--- src/rtl/sd_cmd_pkg.sv ---
// Shared constants, state encoding and CRC7 step for the SD CMD-line responder.
// Bit positions are numbered from the frame MSB (start bit = 47) down to the end bit (0).
package sd_cmd_pkg;

  localparam int         FRAME_LEN = 48;
  localparam logic [6:0] CRC7_POLY = 7'h09;

  typedef enum logic [1:0] {
    IDLE     = 2'd0,
    RX       = 2'd1,
    WAIT_RSP = 2'd2,
    TX       = 2'd3
  } state_t;

  localparam logic [5:0] START_POS = 6'd47;
  localparam logic [5:0] DIR_POS   = 6'd46;
  localparam logic [5:0] IDX_MSB   = 6'd45;
  localparam logic [5:0] IDX_LSB   = 6'd40;
  localparam logic [5:0] ARG_MSB   = 6'd39;
  localparam logic [5:0] ARG_LSB   = 6'd8;
  localparam logic [5:0] CRC_MSB   = 6'd7;
  localparam logic [5:0] CRC_LSB   = 6'd1;
  localparam logic [5:0] END_POS   = 6'd0;

  // One serial step of x^7 + x^3 + 1, MSB-first.
  function automatic logic [6:0] crc7_step(input logic [6:0] crc, input logic din);
    logic fb;
    fb = crc[6] ^ din;
    return {crc[5:0], 1'b0} ^ (fb ? CRC7_POLY : 7'h00);
  endfunction

endpackage

--- src/rtl/sd_crc7.sv ---
// Serial CRC7 accumulator. clear with enable restarts the sum with data_in as
// the first bit; clear alone zeroes it.
module sd_crc7
  import sd_cmd_pkg::*;
(
  input  logic       clk,
  input  logic       reset,
  input  logic       clear,
  input  logic       enable,
  input  logic       data_in,
  output logic [6:0] crc
);

  logic [6:0] base;

  assign base = clear ? 7'h00 : crc;

  always_ff @(posedge clk or posedge reset) begin
    if (reset)
      crc <= 7'h00;
    else if (clear || enable)
      crc <= enable ? crc7_step(base, data_in) : 7'h00;
  end

endmodule

--- src/rtl/sd_cmd_responder.sv ---
// Card-side SD CMD line endpoint: receives 48-bit host commands, hands them to a
// local controller and transmits its response. Optional macro: SD_CMD_RSP_TIMEOUT_EN.
module sd_cmd_responder
  import sd_cmd_pkg::*;
#(
  parameter int NCR     = 2,
  parameter int TIMEOUT = 1024
) (
  input  logic        clk,
  input  logic        reset,
  input  logic        sd_clk_en,
  input  logic        cmd_in,
  output logic        cmd_out,
  output logic        cmd_oe,
  output logic        cmd_valid,
  output logic [5:0]  cmd_index,
  output logic [31:0] cmd_arg,
  output logic        cmd_crc_err,
  output logic        cmd_frame_err,
  input  logic        rsp_valid,
  output logic        rsp_ready,
  input  logic [5:0]  rsp_index,
  input  logic [31:0] rsp_payload,
  output logic        busy,
  output logic        rsp_timeout
);

  localparam logic [6:0] NCR_MIN = 7'(NCR);

  state_t      state;
  logic [5:0]  bit_cnt;
  logic [5:0]  tx_cnt;
  logic [6:0]  ncr_cnt;
  logic        have_rsp;
  logic [45:0] rx_sr;
  logic [39:0] tx_word;
  logic [6:0]  crc;
  logic        crc_clr;
  logic        crc_en;
  logic        crc_din;

  logic [46:0] rx_frame;
  logic        rx_last;
  logic        hs;
  logic [6:0]  ncr_next;
  logic        tx_start;
  logic [5:0]  tx_pos;
  logic [2:0]  crc_sel;
  logic        tx_bit;

`ifdef SD_CMD_RSP_TIMEOUT_EN
  localparam int TO_W = $clog2(TIMEOUT + 1);
  logic [TO_W-1:0] to_cnt;
  logic [TO_W-1:0] to_next;
  logic            to_pulse;
  logic            to_hit;
  assign to_next     = to_cnt + 1'b1;
  assign to_hit      = sd_clk_en && !have_rsp && !hs && (to_next == TO_W'(TIMEOUT));
  assign rsp_timeout = to_pulse;
`else
  assign rsp_timeout = 1'b0;
`endif

  // Live frame view: the 46 buffered bits plus the bit on the line this strobe.
  assign rx_frame = {rx_sr, cmd_in};
  assign rx_last  = (state == RX) && sd_clk_en && (bit_cnt == END_POS);
  assign hs       = rsp_valid && rsp_ready;
  assign ncr_next = (ncr_cnt == 7'h7F) ? ncr_cnt : ncr_cnt + 7'd1;
  assign tx_start = (state == WAIT_RSP) && sd_clk_en && have_rsp && (ncr_next >= NCR_MIN);
  assign busy     = (state != IDLE);

  // tx_cnt is the position currently on the line; the next strobe moves to tx_pos.
  assign tx_pos  = tx_cnt - 6'd1;
  assign crc_sel = 3'(tx_pos - CRC_LSB);

  always_comb begin
    tx_bit = 1'b1;
    if (tx_pos >= ARG_LSB)
      tx_bit = tx_word[tx_pos - ARG_LSB];
    else if (tx_pos >= CRC_LSB)
      tx_bit = crc[crc_sel];
  end

  always_comb begin
    crc_clr = 1'b0;
    crc_en  = 1'b0;
    crc_din = 1'b0;
    case (state)
      IDLE: begin
        if (sd_clk_en && !cmd_in) begin
          crc_clr = 1'b1;
          crc_en  = 1'b1;
        end
      end
      RX: begin
        if (sd_clk_en && (bit_cnt >= ARG_LSB)) begin
          crc_en  = 1'b1;
          crc_din = cmd_in;
        end
      end
      WAIT_RSP: begin
        if (tx_start) begin
          crc_clr = 1'b1;
          crc_en  = 1'b1;
        end
      end
      TX: begin
        if (sd_clk_en && (tx_cnt != 6'd0) && (tx_pos >= ARG_LSB)) begin
          crc_en  = 1'b1;
          crc_din = tx_bit;
        end
      end
      default: ;
    endcase
  end

  sd_crc7 u_crc (
    .clk     (clk),
    .reset   (reset),
    .clear   (crc_clr),
    .enable  (crc_en),
    .data_in (crc_din),
    .crc     (crc)
  );

  // Datapath stage: receive shift register and latched response word.
  always_ff @(posedge clk) begin
    if ((state == RX) && sd_clk_en)
      rx_sr <= {rx_sr[44:0], cmd_in};
    if (hs)
      tx_word <= {2'b00, rsp_index, rsp_payload};
  end

  // Control stage: line FSM, handshake and command registers.
  always_ff @(posedge clk or posedge reset) begin
    if (reset) begin
      state         <= IDLE;
      bit_cnt       <= 6'd0;
      tx_cnt        <= 6'd0;
      ncr_cnt       <= 7'd0;
      have_rsp      <= 1'b0;
      rsp_ready     <= 1'b0;
      cmd_valid     <= 1'b0;
      cmd_index     <= 6'd0;
      cmd_arg       <= 32'd0;
      cmd_crc_err   <= 1'b0;
      cmd_frame_err <= 1'b0;
      cmd_oe        <= 1'b0;
      cmd_out       <= 1'b1;
`ifdef SD_CMD_RSP_TIMEOUT_EN
      to_cnt        <= '0;
      to_pulse      <= 1'b0;
`endif
    end else begin
      cmd_valid <= 1'b0;
`ifdef SD_CMD_RSP_TIMEOUT_EN
      to_pulse  <= 1'b0;
`endif
      case (state)
        IDLE: begin
          if (sd_clk_en && !cmd_in) begin
            state   <= RX;
            bit_cnt <= DIR_POS;
          end
        end

        RX: begin
          if (sd_clk_en)
            bit_cnt <= bit_cnt - 6'd1;
          if (rx_last) begin
            if (!rx_frame[DIR_POS]) begin
              // Another card's response on a shared line: not ours to answer.
              state <= IDLE;
            end else begin
              cmd_index     <= rx_frame[IDX_MSB:IDX_LSB];
              cmd_arg       <= rx_frame[ARG_MSB:ARG_LSB];
              cmd_crc_err   <= (rx_frame[CRC_MSB:CRC_LSB] != crc);
              cmd_frame_err <= !rx_frame[END_POS];
              cmd_valid     <= 1'b1;
              if ((rx_frame[CRC_MSB:CRC_LSB] != crc) || !rx_frame[END_POS]) begin
                state <= IDLE;
              end else begin
                state     <= WAIT_RSP;
                rsp_ready <= 1'b1;
                have_rsp  <= 1'b0;
                ncr_cnt   <= 7'd0;
`ifdef SD_CMD_RSP_TIMEOUT_EN
                to_cnt    <= '0;
`endif
              end
            end
          end
        end

        WAIT_RSP: begin
          if (hs) begin
            rsp_ready <= 1'b0;
            have_rsp  <= 1'b1;
          end
          if (sd_clk_en)
            ncr_cnt <= ncr_next;
`ifdef SD_CMD_RSP_TIMEOUT_EN
          if (sd_clk_en)
            to_cnt <= to_next;
`endif
          if (tx_start) begin
            state   <= TX;
            cmd_oe  <= 1'b1;
            cmd_out <= 1'b0;
            tx_cnt  <= START_POS;
          end
`ifdef SD_CMD_RSP_TIMEOUT_EN
          else if (to_hit) begin
            state     <= IDLE;
            rsp_ready <= 1'b0;
            to_pulse  <= 1'b1;
          end
`endif
        end

        TX: begin
          if (sd_clk_en) begin
            if (tx_cnt == END_POS) begin
              state   <= IDLE;
              cmd_oe  <= 1'b0;
              cmd_out <= 1'b1;
            end else begin
              cmd_out <= tx_bit;
              tx_cnt  <= tx_pos;
            end
          end
        end

        default: state <= IDLE;
      endcase
    end
  end

endmodule

--- config.mk ---
export PLATFORM = sky130hd
export DESIGN_NAME = sd_cmd_responder
export DESIGN_NICKNAME = d
export VERILOG_FILES = /design/src/rtl/sd_cmd_pkg.sv /design/src/rtl/sd_crc7.sv /design/src/rtl/sd_cmd_responder.sv
export SDC_FILE = /design/constraint.sdc
export NUM_CORES = 1
export LEC_CHECK = 0
export ABC_AREA = 1
export BUFFER_PORTS_ARGS = -buffer_cell sky130_fd_sc_hd__buf_2
export CORE_MARGIN = 8
export CORE_UTILIZATION = 62
export DETAILED_ROUTE_END_ITERATION = 8
export GPL_TIMING_DRIVEN = 0
export PLACE_DENSITY = 0.85
export SYNTH_ARGS = -nofsm -noshare
export SYNTH_HDL_FRONTEND = slang
export SYNTH_SLANG_ARGS = --single-unit
--- constraint.sdc ---
create_clock -name clk -period 5.8 [get_ports clk]
set_input_delay 1.16 -clock clk [delete_from_list [all_inputs] [get_ports clk]]
set_output_delay 1.16 -clock clk [all_outputs]
set_load 0.01 [all_outputs]
==> out/metrics.cfg, run 1 <==
[status]
status=finished, final reports clean

[setup_path]
crit_buf_inv=4
crit_family=simple AND/OR/NAND/NOR gates
slowest_stage=dfrtp_1
crit_required_ns=6.21
crit_arrival_ns=3.35
worstPathMaxFanout=11
cp-start-kind=flop
critical_path_class=reg -> reg
cp_slowest_stage_delay_ns=0.46
crit_chain=inv_2, buf_2, ha_1, nand2_1, inv_1, nand2_1, nand2_1, inv_1, ha_1, nand2_1, nor2_1, nor2_1, nand3_1, nand2_1, o21ai_2, nand3b_4, nand3_1, o21ai_0
crit_path_end_kind=flop
crit_top_cell=nand2_1

[grt]
antenna_found_initial=0
overflow=0
grt_pass1_vias=5026
grt_usage_pct=20.54
grt_pass1_wl_mm=23.66
grt_max_degree=74

[timing]
holdWs_ns=0.4557
worst_pin_slew_ns=0.8985
worst_slack_ns=2.862
fin_crit_ns=2.938
relSlewSlack_pct=40.10
rsz0062_at_grt=no
setup_violations=0
clock_skew_ns=0.01863
period_share_pct=50.65
fin_setup_tns_ns=0
hold_viol=0
final-max-slew-violation-count=0
timing.fmax_mhz=340.4

[place]
placed_cell_area_um2=7271
dp_slack_ns=2.379
place_congestion=0.9058
io_buffers=87
placed_cells=877
post-dp-hpwl_mm=9.649

[detailed_routing]
wirelength_mm=13.91
drc=0
routedWlPerCell_um=15.31
vias=4863
viasPerCell=5.350
drt_iter0_drc=440
drtPass1Iterations=5
ant_nets=0

[final_layout]
drive_gt1_share_pct=20.94
finalNetCount=807
syn2layout_area_growth_pct=18.30
antenna_cells=0
fill_cells=721
final_util_pct=73.95
fin_area_um2=7876
fin_cells=909

[power]
p_total_mw=3.979
power-per-cell-area_nw_per_um2=505.2
total_leakage_power_nw=3.855
vdd_drop_max_mv=0.3701

[clock_network]
hold_buffers=0
path_clk_slew_ns=0.07
cts_tree=yes
cts_resized=0
insertion_delay_ns=0.54
cts.htree.levels=4
cts_buffers=17
post-cts-setup-buffers=0
cts-root-buf=clkbuf_8
cts.sinks=157
clk_path_buf_depth=2

[synth]
ys_types=42
ys.warnings.count=0
synth_edf_count=84
synth-seq-area-share_pct=65.34
ys.flop_type=edfxtp_1
avgSynthCellArea_um2=10.24
synth_area_leaders=edfxtp_1 38%, dfrtp_1 27%, nand2_1 13%
syn-num-nets=701
ys_seq_elements=157
synth_area_leader_cell=edfxtp_1
synth_top_area_share_pct=37.89
synthCells=650
async_flop_share_pct=46.50
syn_area_um2=6658

[floorplan]
die_x_um=119.6
dieArea_um2=14310
initial_core_util_pct=62.51
rows=38
chipHeight_um=119.6
core_area_um2=10650
ioPinCount=89

[job]
drv_cap=0

[worst_hold_path]
hold_class=reg -> reg

## path summary, 6_finish.rpt
check                                            from                        to  slack [ns]  cells past startpoint
worst max-delay path            tx_cnt[0]$_DFFE_PP0P_  u_crc.crc[0]$_DFFE_PP0P_        2.86                     18
worst min-delay path              rx_sr[25]$_DFFE_PP_       rx_sr[26]$_DFFE_PP_        0.46                      0
min in group asynchronous                       reset    cmd_arg[9]$_DFFE_PP0P_        0.81                      2
max in group asynchronous                       reset    cmd_arg[8]$_DFFE_PP0P_        4.39                      2
worst min register to register    rx_sr[25]$_DFFE_PP_       rx_sr[26]$_DFFE_PP_        0.46                      0
worst max register to register  tx_cnt[0]$_DFFE_PP0P_  u_crc.crc[0]$_DFFE_PP0P_        2.86                     18
## layout make-up
class	instances	area [um^2]	area share [%]
plain buffers	17	87.58	1.112
clock buffers	18	439.2	5.576
clock inverters	14	166.4	2.113
inverters	67	255.2	3.241
multi-input cells	409	1967	24.97
flip-flops and latches	157	4350	55.23
well taps	140	175.2	2.224
repair buffers	87	435.4	5.528
## per-layer routing
layer | track usage, % | share of wire, % | vias up
met3 | 6.670 | 6.2 | 37
li1 | - | - | 2338
met2 | 34.86 | 51 | 188
met4 | 8.743 | 2.1 | 0
met5 | 0 | 0 | -
met1 | 23.49 | 41 | 2300
## power breakdown
| group | internal, mW | switching [mW] |
|---|---|---|
| Combinational | 0.432 | 0.809 |
| Sequential | 1.46 | 0.165 |
| Clock | 0.621 | 0.491 |
| Total | 2.51 | 1.47 |
## logic make-up after synthesis
group	Yosys count	synth area share [%]
xor gates and xnor gates	15	2.086
adders and majority gates	8	1.504
buffers and inverters	84	5.112
and+or+nand+nor	336	21.33
other	1	0.05633
AOI/OAI and AO/OA	49	4.567
DFF	157	65.34
## cell usage after synthesis, types with 2 or more instances
master / instances
clkbuf_1: 7
o21ai_0: 20
nand4_1: 12
nand2_2: 3
dfrtp_1: 72
nor2_1: 27
nand3_1: 39
a21oi_1: 7
o22ai_1: 4
nand2_1: 236
inv_1: 61
inv_2: 5
buf_2: 7
o21ai_2: 8
nor3_1: 5
ha_1: 8
nor2_2: 3
nand3b_1: 2
edfxtp_1: 84
buf_4: 2
a31oi_1: 2
or2_2: 4
xnor2_1: 3
xor2_1: 11
## layout by cell type (no fill, tap or decap), types with 2 or more instances in the layout
cell type	netlist	layout
a31oi_1	2	2
inv_6	0	3
edfxtp_1	84	84
xor2_1	11	11
xnor2_1	3	3
ha_1	8	8
o21ai_2	8	8
buf_2	7	94
inv_1	61	59
nand4_1	12	12
inv_2	5	6
clkbuf_1	7	7
nor3_1	5	5
nand3b_1	2	2
nand3_1	39	39
nand2_2	3	3
inv_8	0	5
nand2_1	236	236
dfrtp_1	72	72
clkbuf_16	0	17
buf_4	2	2
o22ai_1	4	4
o21ai_0	20	20
or2_2	4	4
nor2_1	27	27
a21oi_1	7	7
clkinv_2	1	2
clkinv_8	0	2
nor2_2	3	3
## sequential cells by signal, indices dropped and copies added (netlist names), 6 cells and up, named ones only
name,flops
bit_cnt,6
cmd_arg,32
cmd_index,6
ncr_cnt,7
rx_sr,46
tx_cnt,6
tx_word,38
u_crc.crc,7
(Power assumes the default switching activity.)
==> run 2, diff against run 1 <==
CORE_UTILIZATION = 57   (was 62)
PLACE_DENSITY = 0.79   (was 0.85)
clock period = 2.9 ns   (was 5.8 ns; I/O delays follow)
==> run 2 against run 1 <==
  * Clock skew fell by 0.0087 ns
  * Flip-flop and latch count did not move
  * Critical path type unchanged
  * Design area shrank 0.57%
  * Largest cell class unchanged
  * Total power up 95%
  * Critical path depth down 1
  * Critical endpoint unchanged
==> out/metrics.cfg, run 2 (same netlist as run 1, synthesis figures left out) <==
[status]
status=finished, final reports clean

[setup_path]
crit_chain=inv_6, buf_6, ha_2, buf_2, inv_1, buf_2, nand3_1, nand3_1, nand2_1, nand3_1, nand3_1, nand3_1, nand3_1, nand2_1, nand2_1, nand3_1, o21ai_0
crit_path_end_kind=flop
cp-start-kind=flop
r2r_slack_ns=0.18  ; -2.69 ns
slowest_stage=dfrtp_2
cp_slowest_stage_delay_ns=0.46  ; about the same
crit_arrival_ns=3.01  ; -0.34 ns
crit_required_ns=3.18  ; -3.03 ns
worstPathMaxFanout=11  ; unchanged
crit_top_cell=nand3_1
critical_path_class=reg -> reg

[place]
post-dp-hpwl_mm=9.354  ; -3.1%
io_buffers=87  ; unchanged
dp_slack_ns=0.0004294  ; -2.379 ns
place_congestion=0.8841  ; -2.4%

[grt]
grt_max_degree=74  ; unchanged
grt_util_met2_pct=31.16  ; -3.7 points
met3_usage_pct=5.213  ; -1.5 points
grt_usage_pct=18.87  ; -1.7 points
use_met1_pct=22.86  ; -0.63 points
antenna_found_initial=0  ; unchanged
grt_pass1_wl_mm=22.70  ; -4.1%
busiest_layer=met2
grt_pass1_vias=4889  ; -2.7%
overflow=0  ; unchanged

[detailed_routing]
routedWlPerCell_um=14.92  ; -2.5%
drc=0  ; unchanged
vias=4839  ; -0.49%
drtPass1Iterations=5  ; unchanged
wirelength_mm=13.62  ; -2.1%
drt_iter0_drc=409  ; -7.0%
ant_nets=0  ; unchanged
viasPerCell=5.300  ; -0.93%

[timing]
timing.fmax_mhz=367.1  ; +7.8%
clock_skew_ns=0.009879  ; -0.008747 ns
worst_pin_slew_ns=0.9101  ; +0.01160 ns
final-max-slew-violation-count=0  ; unchanged
hold_viol=0  ; unchanged
relSlewSlack_pct=39.33  ; -0.77 points
period_share_pct=93.94  ; +43 points
worst_slack_ns=0.1757  ; -2.687 ns
setup_violations=0  ; unchanged
holdWs_ns=0.3375  ; -0.1181 ns
fin_crit_ns=2.724  ; -0.2134 ns
fin_setup_tns_ns=0  ; unchanged

[floorplan]
dieArea_um2=15390  ; +7.6%
chipHeight_um=124.1  ; +3.7%
initial_core_util_pct=58.31  ; -4.2 points
core_area_um2=11420  ; +7.2%
rows=39  ; +2.6%
ioPinCount=89  ; unchanged
die_x_um=124.1  ; +3.7%

[final_layout]
finalNetCount=808  ; +0.12%
fill_cells=875  ; +21%
multi_input_area_um2=1972  ; +0.25%
most-common-layout-cells=235 x nand2_1, 93 x buf_2, 84 x edfxtp_1
antenna_cells=0  ; unchanged
final_common_cell=nand2_1
final_util_pct=68.58  ; -5.4 points
largest_reg_flops=46  ; unchanged
drive_gt1_share_pct=21.04  ; +0.10 points
top_regs=rx_sr: 46 flops, tx_word: 38 flops, cmd_arg: 32 flops
registers.top_by_ff_count=rx_sr
seq_area_um2=4352  ; about the same
syn2layout_area_growth_pct=17.63

[clock_network]
cts-root-buf=clkbuf_16
cts.sinks=157  ; unchanged
cts.htree.levels=4  ; unchanged
clk_path_buf_depth=2  ; unchanged
cts_tree=yes
cts_buffers=17  ; unchanged
hold_buffers=0  ; unchanged
path_clk_slew_ns=0.06  ; about the same
insertion_delay_ns=0.42  ; -0.12 ns

[power]
vdd_drop_max_mv=0.7445  ; +100%
power-per-cell-area_nw_per_um2=991.9  ; +96%
total_leakage_power_nw=3.824  ; -0.82%

[worst_hold_path]
hold_class=in -> reg

[job]
drv_cap=0  ; unchanged

==> run 2: cell types whose count changed in the layout (fill, tap and decap cells not counted), sizes merged <==
cell | previous run | this run
clkinv | 5 | 7
buf | 97 | 98
bufinv | 1 | 0
clkinvlp | 1 | 2
inv | 74 | 68
clkbuf | 25 | 29
==> run 2: metal layers <==
metal  up-vias  share of wire [%]
met5         -                  0
met4         0                1.7
met3        21                5.8
met2       160                 50
met1      2314                 42
li1       2344                  -
==> run 2: area by class of cell <==
type                    instances  area share [%]
plain buffers                  17           1.198
repair buffers                 88           5.656
multi-input cells             409           25.18
inverters                      67           3.339
clock inverters                10          0.8468
flip-flops and latches        157           55.57
well taps                     143           2.285
clock buffers                  22           5.927
==> run 2: repair_timing <==
item / CTS / global route
resized for setup: 1 / 7
endpoints found under the setup margin: 2 / 13
setup buffers: 0 / 1
hold endpoints to repair: 0 / 0
==> run 2: where the power goes <==
part / internal (mW) / leakage, nW / total, mW / switching, mW
combinational: 0.890 / 1.82 / 2.53 / 1.64
clock: 1.14 / 0.260 / 1.99 / 0.855
sequential: 2.92 / 1.74 / 3.25 / 0.324
==> run 2: per-stage QoR <==
step / std cells / total power [mW] / area, um^2
2_1_floorplan: 650 / 5.040 / 6658
3_3_place_gp: 880 / 5.607 / 7272
3_5_place_dp: 880 / 5.724 / 7274
4_1_cts: 912 / 7.767 / 7807
5_1_grt: 913 / 8.274 / 7831
6_report: 913 / 7.768 / 7831
==> run 2: worst paths after layout <==
check                                 startpoint                       end  cells past startpoint
max in group asynchronous                  reset     tx_cnt[0]$_DFFE_PP0P_                      2
min in group asynchronous                  reset    bit_cnt[5]$_DFFE_PP0P_                      2
hold / removal                   rsp_payload[10]     tx_word[10]$_DFFE_PP_                      1
setup reg to reg           tx_cnt[0]$_DFFE_PP0P_  u_crc.crc[0]$_DFFE_PP0P_                     17
setup / recovery           tx_cnt[0]$_DFFE_PP0P_  u_crc.crc[0]$_DFFE_PP0P_                     17
hold reg to reg              rx_sr[41]$_DFFE_PP_       rx_sr[42]$_DFFE_PP_                      0
==> run 2: critical path, delay by kind of cell, from the launching register on <==
family,cells,cell delay [ns]
compound gates,1,0.10
fa+ha+maj,1,0.29
buf+inv,5,0.76
flops,1,0.46
simple gates,10,0.96
